File: config.mk
export PLATFORM = sky130hd
export DESIGN_NAME = arbiter_grant_hold
export DESIGN_NICKNAME = d
export VERILOG_FILES = /design/src/rtl/arbiter_grant_hold.sv
export SDC_FILE = /design/constraint.sdc
export NUM_CORES = 1
export LEC_CHECK = 0
export ABC_AREA = 1
export CORE_ASPECT_RATIO = 2
export CORE_MARGIN = 4
export CORE_UTILIZATION = 42
export CTS_BUF_LIST = sky130_fd_sc_hd__clkbuf_4 sky130_fd_sc_hd__clkbuf_8
export DETAILED_ROUTE_END_ITERATION = 12
export PLACE_DENSITY = 0.7
export SETUP_SLACK_MARGIN = 0.15
export SKIP_CTS_REPAIR_TIMING = 1
export SYNTH_ARGS = -nofsm -noshare
export SYNTH_HDL_FRONTEND = slang
export SYNTH_SLANG_ARGS = --single-unit
File: constraint.sdc
create_clock -name clk -period 2.1 [get_ports clk]
set_input_delay 0.63 -clock clk [delete_from_list [all_inputs] [get_ports clk]]
set_output_delay 0.63 -clock clk [all_outputs]
set_load 0.05 [all_outputs]
File: src/rtl/arbiter_grant_hold.sv
// rtl/arbiter_grant_hold.sv - registered grant-hold stage around a combinational daisy-chain arbiter
// Latches the arbiter's grant, holds it until release or timeout, and masks timed-out requesters.
module arbiter_grant_hold #(
  parameter  int N        = 8,
  parameter  int HOLD_MAX = 16,
  localparam int IDXW     = (N > 1) ? $clog2(N) : 1
) (
  input  logic            clk,
  input  logic            reset,
  input  logic [0:N-1]    req,
  input  logic            done,
  output logic [0:N-1]    req_arb,
  input  logic [0:N-1]    arb_gnt,
  output logic [0:N-1]    gnt,
  output logic            gnt_valid,
  output logic [IDXW-1:0] gnt_idx,
  output logic            timeout,
  output logic            err
);

  localparam int CNTW = (HOLD_MAX > 0) ? $clog2(HOLD_MAX + 1) : 1;
  localparam logic [CNTW-1:0] CNT_LAST = CNTW'((HOLD_MAX > 0) ? HOLD_MAX - 1 : 0);

  localparam logic [1:0] IDLE = 2'd0;
  localparam logic [1:0] BUSY = 2'd1;
  localparam logic [1:0] GAP  = 2'd2;

  logic [1:0]      state_q, state_d;
  logic [0:N-1]    gnt_q, gnt_d;
  logic            gnt_valid_q, gnt_valid_d;
  logic [IDXW-1:0] gnt_idx_q, gnt_idx_d;
  logic            timeout_q, timeout_d;
  logic            err_q, err_d;
  logic [CNTW-1:0] cnt_q, cnt_d;
  logic [0:N-1]    penalty_q, penalty_d;

  logic [0:N-1]    pick_onehot;
  logic [IDXW-1:0] pick_idx;
  logic            pick_found;
  logic            pick_multi;
  logic [0:N-1]    pen_set;

  assign req_arb = req & ~penalty_q;

  // Lowest index wins; any further set bit flags a malformed arbiter grant.
  always_comb begin
    pick_onehot = '0;
    pick_idx    = '0;
    pick_found  = 1'b0;
    pick_multi  = 1'b0;
    for (int i = 0; i < N; i++) begin
      if (arb_gnt[i]) begin
        if (!pick_found) begin
          pick_onehot[i] = 1'b1;
          pick_idx       = IDXW'(i);
          pick_found     = 1'b1;
        end else begin
          pick_multi = 1'b1;
        end
      end
    end
  end

  always_comb begin
    state_d     = state_q;
    gnt_d       = gnt_q;
    gnt_valid_d = gnt_valid_q;
    gnt_idx_d   = gnt_idx_q;
    cnt_d       = cnt_q;
    timeout_d   = 1'b0;
    err_d       = 1'b0;
    pen_set     = '0;
    case (state_q)
      IDLE: begin
        if (pick_found) begin
          gnt_d       = pick_onehot;
          gnt_idx_d   = pick_idx;
          gnt_valid_d = 1'b1;
          cnt_d       = '0;
          err_d       = pick_multi;
          state_d     = BUSY;
        end
      end
      BUSY: begin
        if (done || !(|(req & gnt_q))) begin
          gnt_d       = '0;
          gnt_valid_d = 1'b0;
          gnt_idx_d   = '0;
          state_d     = GAP;
        end else if (HOLD_MAX != 0 && cnt_q == CNT_LAST) begin
          gnt_d       = '0;
          gnt_valid_d = 1'b0;
          gnt_idx_d   = '0;
          timeout_d   = 1'b1;
          pen_set     = gnt_q;
          state_d     = GAP;
        end else if (HOLD_MAX != 0) begin
          cnt_d = cnt_q + CNTW'(1);
        end
      end
      GAP: begin
        state_d = IDLE;
      end
      default: begin
        state_d     = IDLE;
        gnt_d       = '0;
        gnt_valid_d = 1'b0;
        gnt_idx_d   = '0;
      end
    endcase
    // A dropped request clears its penalty even if it was set this same cycle.
    penalty_d = (penalty_q | pen_set) & req;
  end

  always_ff @(posedge clk) begin
    if (reset) begin
      state_q     <= IDLE;
      gnt_q       <= '0;
      gnt_valid_q <= 1'b0;
      gnt_idx_q   <= '0;
      timeout_q   <= 1'b0;
      err_q       <= 1'b0;
      cnt_q       <= '0;
      penalty_q   <= '0;
    end else begin
      state_q     <= state_d;
      gnt_q       <= gnt_d;
      gnt_valid_q <= gnt_valid_d;
      gnt_idx_q   <= gnt_idx_d;
      timeout_q   <= timeout_d;
      err_q       <= err_d;
      cnt_q       <= cnt_d;
      penalty_q   <= penalty_d;
    end
  end

  assign gnt       = gnt_q;
  assign gnt_valid = gnt_valid_q;
  assign gnt_idx   = gnt_idx_q;
  assign timeout   = timeout_q;
  assign err       = err_q;

endmodule

# After elaboration in Yosys (flattened, before gate mapping)
# Index checks and enable logic that the tools add are counted.
[word_totals]
regBits = 29
latch_bits = 0
mem_bits_rw = 0
rom_bits = 0
input_bits = 19
out_inout_bits = 22
wordCells = 109
memories = 0
[op_classes]
n_addsub = 1
n_mul = 0
n_div = 0
n_lt_le_gt_ge = 0
eq_ne = 7
shift = 0
mux = 74
n_bitwise = 9
reduce_logical = 10
[op_table]
columns = ["op", "n"]
rows = [
  ["$mux 8", 6],
  ["$mux 3", 15],
  ["$mux 1", 42],
  ["$and 8x8->8", 3],
  ["$pmux 8 s3", 1],
  ["$mux 5", 3],
  ["$pmux 5 s2", 1],
  ["$pmux 3 s3", 1],
  ["$not 8->8", 1],
  ["$or 8x8->8", 1],
  ["$reduce_or 8->1", 1],
  ["$mux 2", 3],
  ["$ne 2x2->1 const B", 3],
  ["$reduce_or 3->1", 2],
  ["$add 5x1->5 const B", 1],
  ["$eq 5x4->1 const B", 1],
  ["$not 1->1", 4],
  ["$pmux 2 s2", 1],
  ["$reduce_and 4->1", 1],
  ["$ne 3x3->1 const B", 1],
  ["$pmux 1 s3", 1],
  ["$reduce_and 3->1", 1],
  ["$eq 2x1->1 const B", 1],
  ["$eq 2x2->1 const B", 1],
  ["5 further kinds", 5],
]

# Longest topological paths before layout
# Gate-level depths: netlist of the first run.
[logic_depth]
word_depth = 17
ltp_mapped = 11
depth_no_buf = 11

# Worst setup path after synthesis of the first run
# No wires, ideal clock.
[synth_path]
path_kind = "input-to-output"
start = "input port req[6] (netlist bit)"
end = "output port req_arb[6] (netlist bit)"
t_arrival_ns = 1.307
required_time_ns = 1.470
setup_slack_ns = 0.163
stages = 2
path_buffers = 0
cell_sequence = "inv_1 -> nor2_1"
[synth_between]
elab_chain_len = 1
[synth_lines]
columns = ["element", "line", "source"]
rows = [
  ["from (decl)", "10", "input logic [0:N-1] req,"],
  ["$and 8x8->8", "43", "assign req_arb = req & ~penalty_q;"],
  ["to (decl)", "12", "output logic [0:N-1] req_arb,"],
]
# No other way between the ends.

# Worst setup path in the final report of the first run
[layout_path]
start = "input port arb_gnt[3] (netlist bit)"
end = "register err_q, in the netlist err"
[layout_between]
elab_chain_len = 9
word_cells_on_any_way = 16
cone_classes = "mux: 14; bitwise: 1; reduce/logical: 1"
[layout_lines]
columns = ["element", "line", "source"]
rows = [
  ["from (decl)", "13", "input logic [0:N-1] arb_gnt,"],
  ["$mux 1", "52", "if (arb_gnt[i]) begin"],
  ["$mux 1", "53", "if (!pick_found) begin"],
  ["$mux 1", "52", ""],
  ["$mux 1", "53", ""],
  ["$mux 1", "52", ""],
  ["$mux 1", "53", ""],
  ["$mux 1", "52", ""],
  ["$mux 1", "53", ""],
  ["$mux 1", "52", ""],
  ["to (signal assigned)", "131", "err_q <= err_d;"],
  ["to (decl)", "33", "logic err_q, err_d;"],
]
# Several ways; a longest one is shown, not always the timed one.
# A chain may end at the register's enable or synchronous reset.

==> results.sh, run 1 <==
export IMPL_pin_count=41
export IMPL_synth_compound_area_share_pct=13.4
export IMPL_drc_errors=0
export IMPL_clk_pin_slew_ps=70
export IMPL_vias_per_cell=5.05
export IMPL_io_buffers=40
export IMPL_cts_sink_count=29
export IMPL_power_density_mw_per_mm2=626
export IMPL_initial_core_util_pct=43.7
export IMPL_r2r_end="cnt_q[3]"
export IMPL_r2r_start="cnt_q[0]"
export IMPL_finalSetupViolations=0
export IMPL_synth_top_cells_by_area="dfxtp_1, nand2_1, nand3_1"
export IMPL_worstPathMaxFanout=4
export IMPL_grt_use_total_pct=18.0
export IMPL_hold_depth=2
export IMPL_worstPathArrival_ps=1960
export IMPL_holdWs_ps=468
export IMPL_antenna_found_initial=0
export IMPL_tritoncts="built"
export IMPL_placed_cells=295
export IMPL_clk_latency_ps=270
export IMPL_die_width_um=49.9
export IMPL_cts_buffer_depth=2
export IMPL_synth_seq_cells=29
export IMPL_synth_fp_nets=228
export IMPL_drive_above_1_share_pct=33.3
export IMPL_fin_skew_ps=7.75
export IMPL_synthMuxAreaShare_pct=0
export IMPL_critPathKind="in -> reg"
export IMPL_holdCritPathClass="reg -> reg"
export IMPL_synth_xor_area_share_pct=0.593
export IMPL_dpl_hpwl_um=2990
export IMPL_netlist_area_mm2=0.00148
export IMPL_period_share_pct=85.8
export IMPL_cp_end_kind="flip-flop"
export IMPL_drtAntennaViolNets=0
export IMPL_setup_tns_ps=0
export IMPL_grt_pass1_vias=1568
export IMPL_core_mm2=0.00338
export IMPL_synth_top_cell_area_share_pct=39.3
export IMPL_first_iter_violations=23
export IMPL_yosysSeqAreaShare_pct=39.3
export IMPL_die_y_um=91.9
export IMPL_place_gp_congestion=0.782
export IMPL_synth_simple_area_share_pct=36.5
export IMPL_drv_slew=0
export IMPL_final_nets=293
export IMPL_rsz0062_at_grt="false"
export IMPL_vias=1540
export IMPL_reg2reg_depth=10
export IMPL_syn_inst=207
export IMPL_die_area_mm2=0.00459
export IMPL_numCtsBuffers=5
export IMPL_drt_pass1_iterations=4
export IMPL_cap_violations=0
export IMPL_ir_worst_vdd_mv=0.468
export IMPL_synth_top_family_by_area="simple AND/OR/NAND/NOR gates"
export IMPL_fmax_ghz=0.555
export IMPL_cts_root_buf="clkbuf_8"
export IMPL_routed_wirelength_um=3820
export IMPL_max_slew_margin_pct=66.6
export IMPL_required_ps=2260
export IMPL_run_status="finished clean"
export IMPL_synth_largest_area_cell="dfxtp_1"
export IMPL_rows=30
export IMPL_yosysUniqueCellTypes=26
export IMPL_htreeDepth=2
export IMPL_diodes=0
export IMPL_syn_to_final_growth_pct=56.4
export IMPL_hold_start="gnt_idx[1]"
export IMPL_yosys_warnings=0
export IMPL_p_leak_uw=0.00116
export IMPL_period_minus_slack_ps=1800
export IMPL_synthAdderAreaFrac_pct=1.69
export IMPL_grt_overflow_total=0
export IMPL_fin_cells=305
export IMPL_min_to="gnt_idx[1]"
export IMPL_r2r_slack_ps=430
export IMPL_grt_start_max_net_pins=16
export IMPL_worstMarginPinSlew_ps=500
export IMPL_wl_per_cell_um=12.5
export IMPL_hold_viol_final=0
export IMPL_grt_pass1_wl_um=6570
export IMPL_startpoint_type="primary input"
export IMPL_syn_avg_cell_area_um2=7.13
how the worst max path moves through the flow:
| stage | startpoint | end | slack [ps] | cells past startpoint |
|---|---|---|---|---|
| 2_1_floorplan | req[6] | req_arb[6] | 160 | 2 |
| 3_3_place_gp | req[3] | req_arb[3] | -60 | 4 |
| 3_5_place_dp | req[3] | req_arb[3] | -70 | 4 |
| 4_1_cts | req[3] | req_arb[3] | -80 | 4 |
| 5_1_grt | arb_gnt[3] | gnt[0] | 180 | 9 |
| 6_report | arb_gnt[3] | err | 300 | 8 |
per-stage QoR:
step           utilization [%]  area (um2)  total power [uW]  setup slack, ps
2_1_floorplan                -        1480               782              163
3_3_place_gp              62.4        2110               934            -63.2
3_5_place_dp              62.4        2110               938            -72.7
4_1_cts                   65.4        2210              1440            -79.5
5_1_grt                   68.4        2310              1510              184
6_report                  68.4        2310              1450              299
synth_stat cells:
library cell  number
nand4_1            2
nor2_1            20
nand2_2            8
o21ai_1            5
nor2_4             2
nand2_4            1
nand3_4            1
nand3_2            1
a21oi_1           10
nor2_2             4
nand2_1           46
nand3_1           24
buf_6              1
a21oi_2            7
dfxtp_1           29
or2_4              1
inv_2              1
ha_1               2
inv_1             25
o21ai_0            9
nor3b_1            1
o21ai_4            1
buf_2              1
or2_0              1
xor2_1             1
clkbuf_1           3
placed cells by master (no fill, tap or decap), drive strengths merged:
master / n
inv: 26
nand3: 26
xor2: 1
clkinv: 1
clkbuf: 7
nand4: 2
nand2: 55
buf: 44
dlymetal6s2s: 13
clkdlybuf4s50: 6
nor3b: 1
a21oi: 17
or2: 2
o21ai: 15
ha: 2
nor2: 26
dfxtp: 29
report_power, final:
group	switching (uW)	total, uW	internal [uW]	leakage (uW)
clock network	208	504	296	0.0000542
logic	203	357	154	0.000867
registers	13.9	584	570	0.000236
total	425	1450	1020	0.00116
flip-flops by register name, indices dropped and copies added, names as in the netlist:
register and flops:
penalty_q 8, gnt 8, err 1, gnt_valid 1, state_q 2, timeout 1
cnt_q 5, gnt_idx 3
layout make-up:
cell class,count,area (um2)
Inverter,26,97.6
Tap cell,32,40.0
Clock inverter,1,5.00
Clock buffer,7,96.3
Sequential cell,29,581
Fill cell,281,1070
Multi-Input combinational cell,147,821
Timing Repair Buffer,63,669
layer usage:
layer  routed length [um]  global-route usage, %
met4                  127                   9.93
met5                    0                      0
met2                 2110                   33.6
met3                  118                   2.76
met1                 1470                   18.1
kinds of logic after synthesis:
kind of cell / Yosys count
DFF: 29
buffers and inverters: 31
xor gates and xnor gates: 1
AOI/OAI and AO/OA: 32
adders and majority gates: 2
and+or+nand+nor: 112
critical path, cell delays in order:
cell and delay, ps:
clkdlybuf4s50_1 440, nor2_2 200, nand2_4 100, buf_4 140, nor2_1 110, o21ai_0 90
nor2_1 150, a21oi_1 90
(Power assumes the default switching activity.)
==> run 2: changes to the inputs <==
Settings changed: CAP_MARGIN set to 0.
==> results of run 2 <==
No change in the layout: final DEF, timing and power equal those of run 1.
